File: src/rtl/uart_tx_serializer.sv
// rtl/uart_tx_serializer.sv - UART transmit serializer with start/data/parity/stop framing
//
// Purpose: takes one character at a time from a TDR/FIFO and shifts it out
// LSB first on txd. The frame is a start bit, 5..8 data bits, an optional
// parity bit, and 1 or 2 stop bits. Bit timing comes from counting baud_tick
// pulses: each bit lasts OVERSAMPLE pulses.
//
// Optional feature: define UART_TX_BREAK_EN to compile break support. When it
// is compiled in, lcr_brk=1 forces txd low.
//
// Ports:
//   clk       - sole clock, rising edge
//   reset_n   - synchronous active-low reset; aborts any frame in flight
//   baud_tick - one-clk pulse at OVERSAMPLE x baud rate
//   tx_data   - character to send (upper bits ignored for short words)
//   tx_valid  - tx_data valid; transfer when tx_valid && tx_ready
//   tx_ready  - high only in IDLE (and not on the reset edge)
//   lcr_wls   - word length 00=5 .. 11=8 bits
//   lcr_stb   - 0=1 stop bit, 1=2 stop bits
//   lcr_pen   - parity enable
//   lcr_eps   - 1=even parity, 0=odd parity
//   lcr_brk   - break control (only with UART_TX_BREAK_EN)
//   txd       - registered serial line, idle high
//   tx_busy   - high from accept until the last stop bit ends
module uart_tx_serializer #(
  parameter int OVERSAMPLE = 16
) (
  input  logic       clk,
  input  logic       reset_n,
  input  logic       baud_tick,
  input  logic [7:0] tx_data,
  input  logic       tx_valid,
  output logic       tx_ready,
  input  logic [1:0] lcr_wls,
  input  logic       lcr_stb,
  input  logic       lcr_pen,
  input  logic       lcr_eps,
  input  logic       lcr_brk,
  output logic       txd,
  output logic       tx_busy
);

  localparam int CNT_W = $clog2(OVERSAMPLE);
  localparam logic [CNT_W-1:0] TICK_LAST = CNT_W'(OVERSAMPLE - 1);

  typedef enum logic [2:0] {
    S_IDLE,
    S_START,
    S_DATA,
    S_PARITY,
    S_STOP
  } state_t;

  state_t state;
  state_t next_state;

  logic [CNT_W-1:0] tick_cnt;
  logic [CNT_W-1:0] tick_cnt_d;
  logic [2:0]       bit_idx;
  logic [2:0]       bit_idx_d;
  logic             stop_idx;
  logic             stop_idx_d;
  logic [7:0]       shreg;
  logic [7:0]       shreg_d;

  // Frame format captured at transfer so LCR writes cannot disturb the
  // character in flight.
  logic [2:0]       last_bit_q;
  logic             stb_q;
  logic             pen_q;
  logic             par_q;

  logic             txd_d;
  logic             busy_d;
  logic             ready_d;

  logic             transfer;
  logic             bit_end;
  logic [7:0]       data_mask;
  logic             par_calc;

  assign transfer  = tx_valid && tx_ready;
  assign bit_end   = baud_tick && (tick_cnt == TICK_LAST);
  assign data_mask = 8'hFF >> (2'd3 - lcr_wls);
  // Even parity is the plain XOR of the used data bits; odd inverts it.
  assign par_calc  = (^(tx_data & data_mask)) ^ ~lcr_eps;

`ifndef UART_TX_BREAK_EN
  logic unused_brk;
  assign unused_brk = lcr_brk;
`endif

  // State register and all registered outputs.
  always_ff @(posedge clk) begin
    if (!reset_n) begin
      state    <= S_IDLE;
      tick_cnt <= '0;
      bit_idx  <= '0;
      stop_idx <= 1'b0;
      shreg    <= '0;
      txd      <= 1'b1;
      tx_busy  <= 1'b0;
      tx_ready <= 1'b0;
    end else begin
      state    <= next_state;
      tick_cnt <= tick_cnt_d;
      bit_idx  <= bit_idx_d;
      stop_idx <= stop_idx_d;
      shreg    <= shreg_d;
      txd      <= txd_d;
      tx_busy  <= busy_d;
      tx_ready <= ready_d;
    end
  end

  always_ff @(posedge clk) begin
    if (!reset_n) begin
      last_bit_q <= '0;
      stb_q      <= 1'b0;
      pen_q      <= 1'b0;
      par_q      <= 1'b0;
    end else if (transfer) begin
      last_bit_q <= 3'd4 + {1'b0, lcr_wls};
      stb_q      <= lcr_stb;
      pen_q      <= lcr_pen;
      par_q      <= par_calc;
    end
  end

  // Next-state logic.
  always_comb begin
    next_state = state;
    case (state)
      S_IDLE: begin
        if (transfer) next_state = S_START;
      end
      S_START: begin
        if (bit_end) next_state = S_DATA;
      end
      S_DATA: begin
        if (bit_end && (bit_idx == last_bit_q))
          next_state = pen_q ? S_PARITY : S_STOP;
      end
      S_PARITY: begin
        if (bit_end) next_state = S_STOP;
      end
      S_STOP: begin
        if (bit_end && (stop_idx == stb_q)) next_state = S_IDLE;
      end
      default: next_state = S_IDLE;
    endcase
  end

  // Bit timing and shift datapath; counters sit at zero in IDLE so a new
  // frame always starts with a fresh bit period.
  always_comb begin
    tick_cnt_d = tick_cnt;
    bit_idx_d  = bit_idx;
    stop_idx_d = stop_idx;
    shreg_d    = shreg;

    if (state == S_IDLE) begin
      tick_cnt_d = '0;
    end else if (baud_tick) begin
      tick_cnt_d = bit_end ? '0 : tick_cnt + 1'b1;
    end

    if (state == S_IDLE) begin
      bit_idx_d = '0;
    end else if ((state == S_DATA) && bit_end) begin
      bit_idx_d = bit_idx + 3'd1;
    end

    if (state != S_STOP) begin
      stop_idx_d = 1'b0;
    end else if (bit_end) begin
      stop_idx_d = 1'b1;
    end

    if (transfer) begin
      shreg_d = tx_data;
    end else if ((state == S_DATA) && bit_end) begin
      shreg_d = shreg >> 1;
    end
  end

  // Output logic: values for the registered outputs, derived from the state
  // being entered so txd changes on the same edge as the state.
  always_comb begin
    txd_d = 1'b1;
    case (next_state)
      S_START:  txd_d = 1'b0;
      S_DATA:   txd_d = shreg_d[0];
      S_PARITY: txd_d = par_q;
      default:  txd_d = 1'b1;
    endcase
`ifdef UART_TX_BREAK_EN
    if (lcr_brk) txd_d = 1'b0;
`endif
    busy_d  = (next_state != S_IDLE);
    ready_d = (next_state == S_IDLE);
  end

endmodule

File: config.mk
export PLATFORM = sky130hd
export DESIGN_NAME = uart_tx_serializer
export DESIGN_NICKNAME = d
export VERILOG_FILES = /design/src/rtl/uart_tx_serializer.sv
export SDC_FILE = /design/constraint.sdc
export NUM_CORES = 1
export LEC_CHECK = 0
export ABC_AREA = 1
export CAP_MARGIN = 20
export CORE_UTILIZATION = 40
export CTS_CLUSTER_DIAMETER = 200
export DETAILED_ROUTE_END_ITERATION = 12
export SYNTH_ARGS = -nofsm -noshare
export SYNTH_HDL_FRONTEND = slang
export SYNTH_SLANG_ARGS = --single-unit
File: constraint.sdc
create_clock -name clk -period 1.7 [get_ports clk]
set_input_delay 0.34 -clock clk [delete_from_list [all_inputs] [get_ports clk]]
set_output_delay 0.34 -clock clk [all_outputs]
set_load 0.05 [all_outputs]
* Word level (Yosys, flattened, before mapping)
Cells that the tools add are included.
** Cells by class
- $add $sub $neg :: 4
- Equal/unequal tests :: 11
- Shift-type cells :: 1
- Muxes and demuxes :: 11
- Bitwise gates (word level) :: 4
- Reduce and logical (&&, ||, !) cells :: 12
** Operators by type and width (count)
- 3-bit 2-to-1 mux :: 6
- 8-bit 2-to-1 mux :: 2
- 3-bit one-hot mux with 5 select lines :: 1
- 3-bit by 2-bit equality test with 1-bit output (second input constant) :: 4
- 8-bit bitwise AND :: 1
- 8-bit parity :: 1
- 8-bit by 2-bit >> shifter with 8-bit output (first input constant) :: 1
- 3-bit by 1-bit equality test with 1-bit output (second input constant) :: 2
- 3-bit zero test :: 2
- 1-bit logical AND :: 5
- 4-bit by 1-bit adder with 4-bit output (second input constant) :: 1
- 4-bit equality test (second input constant) :: 1
- 4-bit 2-to-1 mux :: 1
- 2-bit OR reduction :: 2
- 3-bit by 1-bit adder with 3-bit output (second input constant) :: 1
- 3-bit by 2-bit adder with 3-bit output (first input constant) :: 1
- 3-bit equality test :: 1
- 3-bit equality test (second input constant) :: 1
- 3-bit != test (second input constant) :: 1
- 1-bit one-hot mux with 3 select lines :: 1
- 3-bit nonzero test :: 1
- 1-bit inverter :: 2
- 2-bit nonzero test :: 1
- 2-bit subtractor (first input constant) :: 1
- 2 further kinds :: 2
** Word-level totals
- Register bits :: 28
- Bits of input ports :: 18
- Output and inout bits :: 3
- Word-level logic and storage cells :: 56

* Logic depth before layout (Yosys ltp)
Gate-level depths: netlist of the first run.
- Depth after elaboration :: 7
- Depth in mapped cells :: 12
- Mapped depth without buffers :: 12

* Least setup slack after synthesis of the first run
OpenSTA, ideal clock, no wires.
- Path type :: flip-flop to flip-flop
- Start point :: reg tx_ready
- End point :: reg last_bit_q[0]
- Setup time :: 0.119 ns
- Data arrival time :: 1.322 ns
- Required time :: 1.581 ns
- Setup slack :: 0.259 ns
- Cell stages (with the launch flop) :: 6
- Buffers on the path :: 2
- Period minus slack after synthesis :: 1.441 ns
- Cells stage by stage :: dfxtp_1 > nand2_1 > clkbuf_1 > buf_2 > o21ai_0 > a21oi_1
** On the way
- Cells in the longest elaborated chain, start to end :: 1
** RTL lines
- start, declared :: line 33 : output logic tx_ready,
- start signal, assigned :: line 112 : tx_ready <= ready_d;
- 1-bit logical AND :: line 82 : assign transfer = tx_valid && tx_ready;
- end signal, assigned :: line 123 : last_bit_q <= 3'd4 + {1'b0, lcr_wls};
- end, declared :: line 68 : logic [2:0] last_bit_q;
Every way passes these cells.
A chain may end at the register's enable or synchronous reset.

* Worst setup path in the final report of the first run
- Start point :: reg tick_cnt[0]
- End point :: reg bit_idx[2]
** On the way
- Cells in the longest elaborated chain, start to end :: 3
** RTL lines
- start, declared :: line 57 : logic [CNT_W-1:0] tick_cnt;
- start signal, assigned :: line 106 : tick_cnt <= tick_cnt_d;
- 4-bit equality test :: line 83 : assign bit_end = baud_tick && (tick_cnt == TICK_LAST);
- 1-bit logical AND :: line 83
- 1-bit logical AND :: line 170 : end else if ((state == S_DATA) && bit_end) begin
- end signal, assigned :: line 107 : bit_idx <= bit_idx_d;
- end, declared :: line 59 : logic [2:0] bit_idx;
Every way passes these cells.

==> results of run 1 <==
==> per-stage QoR <==
step | power, uW | std cells | util, %
after CTS | 1270 | 286 | 52.3
after global placement | 939 | 282 | 51.3
after floorplan | 846 | 208 | -
after global routing | 1320 | 286 | 52.3
final | 1250 | 286 | 52.3
after detailed placement | 946 | 282 | 51.3
==> cell families (layout without fill, tap and decap cells) <==
family	Yosys count	count (layout)	synth area share, %
compound gates	33	33	12.8
xor+xnor	2	2	1.26
fa+ha+maj	2	2	1.80
buf+inv	33	65	8.98
flops	28	28	40.3
simple gates	110	110	34.9
==> placed cells by master, fill, tap and decap left out, types with 3 or more instances in the layout <==
cell             count
clkdlybuf4s50_1     16
nand2_2              5
a21oi_1             16
o21ai_0             10
inv_1               27
nor2_2               3
clkbuf_4             3
a31oi_1              5
buf_4               15
nor3_1               4
nand2_1             61
nand3_1             16
nor2_1              14
inv_2                3
dfxtp_1             28
==> cell usage after synthesis (2+ instances only) <==
cell / n
inv_2: 3
nor3b_1: 2
nand3_1: 16
ha_1: 2
a31oi_1: 5
nand3b_1: 2
o21ai_0: 10
clkbuf_1: 2
nor2_1: 14
nor2_2: 3
nand2_2: 5
nand4_1: 2
xnor2_1: 2
dfxtp_1: 28
nor3_1: 4
nand2_1: 61
a21oi_1: 16
inv_1: 27
==> layout make-up <==
| type | instances | area, um2 |
|---|---|---|
| timing repair buffer | 31 | 273 |
| sequential | 28 | 561 |
| tap | 46 | 57.6 |
| multi-input combinational | 147 | 707 |
| inverter | 30 | 113 |
| clock buffer | 4 | 36.3 |
| fill | 367 | 1590 |
==> sequential cells by signal, summed over array words and instances, names as in the netlist <==
register and count:
shreg 8, tick_cnt 4, bit_idx 3, last_bit_q 3
state 3, par_q 1, pen_q 1, stb_q 1
stop_idx 1, tx_busy 1, tx_ready 1, txd 1
==> final timing paths <==
path | startpoint | to | slack, ns | cells past startpoint
max | tick_cnt[0] | bit_idx[2] | 0.21 | 7
min | shreg[7] | shreg[7] | 0.47 | 2
max reg2reg | tick_cnt[0] | bit_idx[2] | 0.21 | 7
min reg2reg | shreg[7] | shreg[7] | 0.47 | 2
==> worst register-to-register path, cell delays in order, from the launching register on <==
cell and delay [ns]:
dfxtp_1 0.38, ha_1 0.17, nand2_2 0.09, nor2_4 0.20
nand2_2 0.12, buf_4 0.17, o21ai_0 0.13, nor3b_1 0.17
==> layer usage <==
layer,global-route usage (%),wire length (um)
met5,0,0
met4,8.77,62
met3,3.41,57
met2,33.1,1420
met1,20.5,1350
==> power by group through the flow <==
stage | clock network [uW] | logic [uW] | registers [uW]
2_1_floorplan | 0 | 111 | 735
3_3_place_gp | 0 | 224 | 715
3_5_place_dp | 0 | 229 | 716
4_1_cts | 336 | 230 | 702
5_1_grt | 362 | 257 | 706
6_report | 318 | 227 | 701
==> results by group, run 1 <==
Clock tree
  – Clock sinks: 28
  – Worst-Skew Late Latency: 0.32 ns
  – CTS buffer count: 3
  – CTS clk-pin slew, worst paths: 0.14 ns
  – Resized Gates After CTS: 0
  – Root Buffer Master: clkbuf_4
  – Post-CTS Setup Bufs: 0
  – H-tree depth: 1
  – TritonCTS clock tree: built
  – CTS Buffer Depth: 2
  – Hold-fix buffer count after cts: 0

Floorplan
  – Starting Density: 41.7%
  – Io pins: 21
  – FP Rows: 21
  – Die Y: just over 60 um
  – Die ar.: 3720 um2
  – Die width: 61.0 um
  – Core Region: 3340 um2

Global routing
  – Gr usage total: roughly 18%
  – Vias in the first global route: 1185
  – Initial antenna violation count: 0
  – Total grt overflow: 0
  – First-pass GRT wire length: 4970 um
  – Largest net degree at the start of global routing: 16

Power and ir drop
  – Clock power frac: 25.5%
  – Logic pwr share: between 10% and 20%
  – PwrDens: between 700 and 800 nW/um2
  – Leakage power: 0.000795 uW
  – Flop pwr share: 56.2%
  – P_sw: 328 uW
  – Power Internal: 919 uW
  – Sw frac: 26.3%
  – Max rail drop VDD: 377 uV

STA
  – Final worst path period share: 87.5%
  – Final hold viol count: 0
  – Final setup violating endpoints: 0
  – Worst slew margin: 80.4%
  – Final TNS setup: 0 ns
  – WHS: approximately 0.47 ns
  – Slew @ Worst Pin: about 0.29 ns
  – Minimum clock period: roughly 1.5 ns
  – Max Clock Freq: 0.672 GHz
  – Final Max Slew Viols: 0
  – Worst Skew: 0.00820 ns
  – Worst Slack Setup Final: about 0.21 ns
  – Unrepaired setup endpoints after global routing: false

Min path
  – Tightest Hold Check Type: reg2reg

Routing
  – Routed wire length: 2880 um
  – Initial DRC Count: 46
  – Final ANT Viol Nets: 0
  – DR pass1 iterations: 4
  – DR DRC count: 0
  – Routed WL per cell: between 10 and 15 um
  – Vias post-DR: around 1400
  – Via density: 4.73

Critical path
  – Worst EP required: 1.95 ns
  – Largest stage delay on the critical path: 0.38 ns
  – Critical path arrival: 1.74 ns
  – Crit-path cells: ha_1 -> nand2_2 -> nor2_4 -> nand2_2 -> buf_4 -> o21ai_0 -> nor3b_1
  – CP bufs+invs: 1
  – Delay-heaviest family, CP: simple AND/OR/NAND/NOR gates
  – Most frequent cell on the critical path: nand2_2
  – Worst setup EP type: flip-flop
  – WS Path Type: reg2reg
  – Maximum fanout along the worst path: 8
  – Startpoint Class: flip-flop
  – Slowest CP cell: dfxtp_1

Cells and area
  – N_diodes: 0
  – Fraction of layout cells with a size suffix above 1: 12.9%
  – Nets: approximately 260
  – Synth-to-layout area growth: 25.4%
  – Final instance area: 1750 um2

Logic synthesis
  – Synth Instances: 208
  – Synth area leader: dfxtp_1
  – Syn avg cell area: 6.70 um2
  – Main synth FF type: dfxtp_1
  – Synth warnings: 0
  – Synth top area share: approximately two fifths
  – Yosys cell types: 22
  – Seq/Total Area, Yosys: 40.3%
  – Area contributors post-synth: dfxtp_1 40%, nand2_1 16%, inv_1 7.3%
  – Mapped Nets: ~230
  – EDFF count, synth: 0
  – Fraction of registers with async set/reset: 0%
  – Syn Std Cell Area: 1390 um2
  – Synth Register Bits: 28

Placement
  – Setup WS pre-CTS: -0.110 ns
  – DP Wirelength: 2340 um
  – Final GP Congestion: about 0.74
  – Placed cell area: between 1500 and 2000 um2
  – PortBufs: 19

Outcome
  – Status: finished clean

Job
  – Max-Cap Viols: 0
Power figures use the tool's default switching activity.
==> run 2: changes to the inputs <==
==> constraint.sdc (replaced) <==
create_clock -name clk -period 1.4 [get_ports clk]
set_input_delay 0.28 -clock clk [delete_from_list [all_inputs] [get_ports clk]]
set_output_delay 0.28 -clock clk [all_outputs]
set_load 0.05 [all_outputs]
==> results by group, run 2 (synthesized netlist as in run 1, its figures left out) <==
Critical path
  – Worst EP required: 1.62 ns
  – Critical path arrival: 1.63 ns
  – Worst setup EP type: flip-flop
  – Startpoint Class: flip-flop
  – Maximum fanout along the worst path: 3
  – R2R Setup Slk: -0.02 ns
  – Worst r2r path cells: 10
  – WS Path Type: reg2reg

Outcome
  – Failing checks: setup timing
  – Status: finished, violations left

STA
  – Worst Slack Setup Final: -0.0198 ns
  – Slew @ Worst Pin: ~0.33 ns
  – Final Max Slew Viols: 0
  – Final TNS setup: -0.0355 ns
  – WHS: 0.476 ns
  – Unrepaired setup endpoints after global routing: true
  – Max Clock Freq: 0.704 GHz
  – Final hold viol count: 0
  – Minimum clock period: 1.42 ns
  – Final worst path period share: 101%
  – Worst slew margin: 78.2%
  – Worst Skew: roughly 0.0066 ns
  – Final setup violating endpoints: 3

Clock tree
  – TritonCTS clock tree: built
  – Root Buffer Master: clkbuf_4
  – H-tree depth: 1
  – CTS Buffer Depth: 2
  – CTS buffer count: 3
  – CTS clk-pin slew, worst paths: roughly 0.14 ns
  – Hold-fix buffer count after cts: 0
  – Clock sinks: 28
  – Worst-Skew Late Latency: between 0.3 and 0.4 ns

Floorplan
  – Die ar.: ~3700 um2
  – Die Y: 61.0 um
  – Io pins: 21
  – FP Rows: 21
  – Core Region: approximately 3300 um2
  – Starting Density: 41.7%
  – Die width: about 60 um

Global routing
  – Total grt overflow: 0
  – Vias in the first global route: 1243
  – Largest net degree at the start of global routing: 15
  – Initial antenna violation count: 0
  – Gr usage total: 19.2%
  – First-pass GRT wire length: 5220 um

Min path
  – Hold depth: 2
  – Tightest Hold Check Type: reg2reg

Cells and area
  – Most common cell after layout, fill and taps aside: nand2_1
  – Top Registers: shreg x8, tick_cnt x4
  – Largest Register: shreg
  – Final instance area: 2020 um2
  – Fraction of layout cells with a size suffix above 1: 25.4%
  – N_diodes: 0
  – Largest register FFs: 8
  – Synth-to-layout area growth: 44.8%
  – Nets: 278
  – Fill cells: 319
  – Most frequent cells in the layout: 59 x nand2_1, 27 x buf_4, 26 x inv_1

Routing
  – Initial DRC Count: 80
  – DR DRC count: 0
  – Via density: 4.72
  – Vias post-DR: 1424
  – Routed wire length: between 3000 and 4000 um
  – Routed WL per cell: around 11 um
  – DR pass1 iterations: 4
  – Final ANT Viol Nets: 0

Job
  – Max-Cap Viols: 0

Power and ir drop
  – Max rail drop VDD: 356 uV
  – Power Internal: 1110 uW
  – Logic pwr share: 22.8%
  – PwrDens: 761 nW/um2
  – Leakage power: 0.000936 uW
  – Sw frac: 27.6%
  – Flop pwr share: 56.0%
  – P_sw: 423 uW
  – Clock power frac: 21.3%

Placement
  – DP Wirelength: 2410 um
  – Final GP Congestion: 0.823
  – Placed cell area: 1850 um2
  – PortBufs: 19
run 2: final timing paths:
kind | start | end
setup / recovery | tick_cnt[1] | tx_busy
hold / removal | shreg[7] | shreg[7]
setup reg to reg | tick_cnt[1] | tx_busy
hold reg to reg | shreg[7] | shreg[7]
run 2: timing repair:
item	4_1_cts	5_1_grt
resized for setup	16	13
pin swaps	5	11
setup buffers	2	3
setup endpoints to repair	5	15
run 2: power by group through the flow:
stage	registers [uW]	logic (uW)	clock network [uW]
5_1_grt	863	385	382
6_report	858	349	326
3_5_place_dp	875	330	0
3_3_place_gp	875	325	0
2_1_floorplan	894	135	0
4_1_cts	858	343	335
run 2: through the flow:
| step | utilization [%] | cells | total power [uW] | setup slack (ns) |
|---|---|---|---|---|
| 2_1_floorplan | - | 208 | 1030 | 0.0766 |
| 3_3_place_gp | 55.5 | 294 | 1200 | -0.295 |
| 3_5_place_dp | 55.5 | 294 | 1210 | -0.356 |
| 4_1_cts | 58.4 | 299 | 1540 | -0.0132 |
| 5_1_grt | 60.4 | 302 | 1630 | -0.144 |
| 6_report | 60.4 | 302 | 1530 | -0.0198 |
run 2: final cells by class:
cell class,count,area [um2],share of cell area [%]
sequential,28,566,28.0
inverter,30,118,5.83
clock buffer,3,22.5,1.12
tap,46,57.6,2.85
multi-input combinational,147,800,39.6
timing repair buffer,48,454,22.5
run 2: worst max-delay path, stage by stage, from the launching register on:
cell and delay, ns:
dfxtp_2 0.38, ha_4 0.14, nand2_4 0.06, inv_4 0.07, nand2_4 0.06, nor2_4 0.14
nand3_2 0.09, nand2_2 0.10, nand2_4 0.06, nor2_4 0.12, o21ai_0 0.08
run 2: per-layer routing:
layer	global-route usage [%]	share of wire [%]
met2	34.2	51
met4	5.84	1.1
met5	0	0
met1	23.9	46
met3	2.56	1.5
==> run 3: changes to the inputs <==
--- a/config.mk
+++ b/config.mk
@@ -7,9 +7,10 @@
 export LEC_CHECK = 0
 export ABC_AREA = 1
 export CAP_MARGIN = 20
-export CORE_UTILIZATION = 40
+export CORE_UTILIZATION = 35
 export CTS_CLUSTER_DIAMETER = 200
 export DETAILED_ROUTE_END_ITERATION = 12
+export SKIP_LAST_GASP = 1
 export SYNTH_ARGS = -nofsm -noshare
 export SYNTH_HDL_FRONTEND = slang
 export SYNTH_SLANG_ARGS = --single-unit
==> results by group, run 3 (synthesized netlist as in run 1, its figures left out) <==
Clock tree
  – Clock sinks: 28
  – Worst-Skew Late Latency: 0.27 ns
  – H-tree depth: 1
  – CTS buffer count: 3
  – TritonCTS clock tree: built
  – Root Buffer Master: clkbuf_8
  – CTS Buffer Depth: 2
  – CTS clk-pin slew, worst paths: ~0.10 ns
  – Hold-fix buffer count after cts: 0

Min path
  – Tightest Hold Check Type: in2reg
  – HP Start: lcr_wls[0]
  – Hold depth: 3
  – Hold EP: last_bit_q[0]

Routing
  – Met3 wire len: 83 um
  – Top layer in use: met4
  – Final ANT Viol Nets: 0
  – Met2 routed WL: 1480 um
  – Routed WL per cell: 10.0 um
  – DR DRC count: 0
  – Initial DRC Count: 41
  – Via density: 4.62
  – Met1 Wirelength: 1490 um
  – Vias post-DR: ~1400
  – Routed wire length: roughly 3100 um
  – DR pass1 iterations: 4

Global routing
  – Total grt overflow: 0
  – Largest net degree at the start of global routing: 17
  – Initial antenna violation count: 0
  – Gr usage total: 15.6%
  – First-pass GRT wire length: 5210 um
  – Vias in the first global route: between 1000 and 1500

Placement
  – Final GP Congestion: 0.816
  – PortBufs: 19
  – DP Wirelength: between 2000 and 2500 um
  – Setup WS pre-CTS: -0.322 ns
  – Placed cell area: 1900 um2

Outcome
  – Status: finished, violations left
  – Failing checks: setup timing

STA
  – Slew @ Worst Pin: 0.370 ns
  – Final setup violating endpoints: 1
  – Final Max Slew Viols: 0
  – Worst slew margin: around 75%
  – Final hold viol count: 0
  – Worst Slack Setup Final: -0.00285 ns
  – Minimum clock period: around 1.4 ns
  – WHS: between 0.3 and 0.4 ns
  – Unrepaired setup endpoints after global routing: true
  – Max Clock Freq: 0.713 GHz
  – Final worst path period share: 100%
  – Worst Skew: 0.00417 ns
  – Final TNS setup: -0.00285 ns

Floorplan
  – Io pins: 21
  – Die width: between 60 and 70 um
  – FP Rows: 22
  – Starting Density: 37.2%
  – Die Y: 65.1 um
  – Die ar.: 4230 um2
  – Core Region: 3740 um2

Power and ir drop
  – Max rail drop VDD: 391 uV
  – Leakage power: between 0.001 and 0.0015 uW
  – PwrDens: 863 nW/um2

Cells and area
  – Most frequent cells in the layout: 55 x nand2_1, 30 x buf_4, 26 x inv_1
  – Fraction of layout cells with a size suffix above 1: 30.3%
  – Synth-to-layout area growth: 54.5%
  – Top Registers: shreg x8, tick_cnt x4
  – Largest Register: shreg
  – Most common cell after layout, fill and taps aside: nand2_1
  – N_diodes: 0
  – Final instance area: 2150 um2
  – Nets: 282
  – Largest register FFs: 8

Critical path
  – WS Path Type: reg2reg
  – Largest stage delay on the critical path: 0.36 ns
  – Maximum fanout along the worst path: 7
  – R2R Setup Slk: -0.003 ns
  – R2R Path End: txd
  – Worst r2r path cells: 10
  – Startpoint Class: flip-flop
  – Most frequent cell on the critical path: nand3_2
  – Crit-path cells: ha_4 -> nand2_4 -> nor2_4 -> nand2_4 -> nand2_2 -> nand3_2 -> nand2_2 -> nand3_2 -> nand3_2 -> nand2_1
  – Worst setup EP type: flip-flop
  – Reg-to-reg critical path startpoint: tick_cnt[1]
  – Critical path arrival: between 1.5 and 2 ns
  – Slowest CP cell: dfxtp_2
  – Worst EP required: 1.58 ns

Job
  – Max-Cap Viols: 0
-- run 3: worst max path at each step --
stage	startpoint	end	slack [ns]
after floorplan	tick_cnt[0]	txd	0.08
after global placement	baud_tick	tx_busy	-0.30
after detailed placement	baud_tick	tx_busy	-0.32
after CTS	tick_cnt[0]	txd	0.01
after global routing	tick_cnt[1]	txd	-0.10
final	tick_cnt[1]	txd	-0.003
-- run 3: layout make-up --
class	count	area [um2]
clock inverter	1	30.0
timing repair buffer	52	505
multi-input combinational	147	832
inverter	30	118
sequential	28	566
fill	366	1590
clock buffer	3	41.3
tap	48	60.1
-- run 3: timing repair --
item	4_1_cts	5_1_grt
endpoints found under the setup margin	5	10
hold endpoints to repair	0	0
setup buffers	2	3
gates cloned	0	0
pin swaps	4	14
resized for setup	15	29
-- run 3: worst max-delay path: cells and delay by family (launching register included) --
family	cells	cell delay, ns
adders and majority gates	1	0.14
DFF	1	0.36
and+or+nand+nor	9	0.79
-- run 3: stage by stage --
| stage | power [uW] | utilization, % | cells |
|---|---|---|---|
| finish | 1860 | 57.5 | 309 |
| global placement | 1210 | 50.7 | 300 |
| detailed placement | 1210 | 50.7 | 300 |
| CTS | 1860 | 54.5 | 306 |
| global route | 1960 | 57.5 | 309 |
| floorplan | 1030 | - | 208 |
-- run 3: routing by layer --
layer	track usage, %	up-vias
met5	0	-
met4	5.71	0
met3	2.64	4
met2	26.7	24
met1	19.5	624
li1	-	775
-- run 3: report_power, final --
| group | leakage (uW) | internal [uW] | total [uW] | switching [uW] |
|---|---|---|---|---|
| registers | 0.000230 | 834 | 858 | 24.3 |
| logic | 0.000769 | 186 | 366 | 180 |
| clock network | 0.0000357 | 382 | 634 | 251 |
| total | 0.00104 | 1400 | 1860 | 455 |
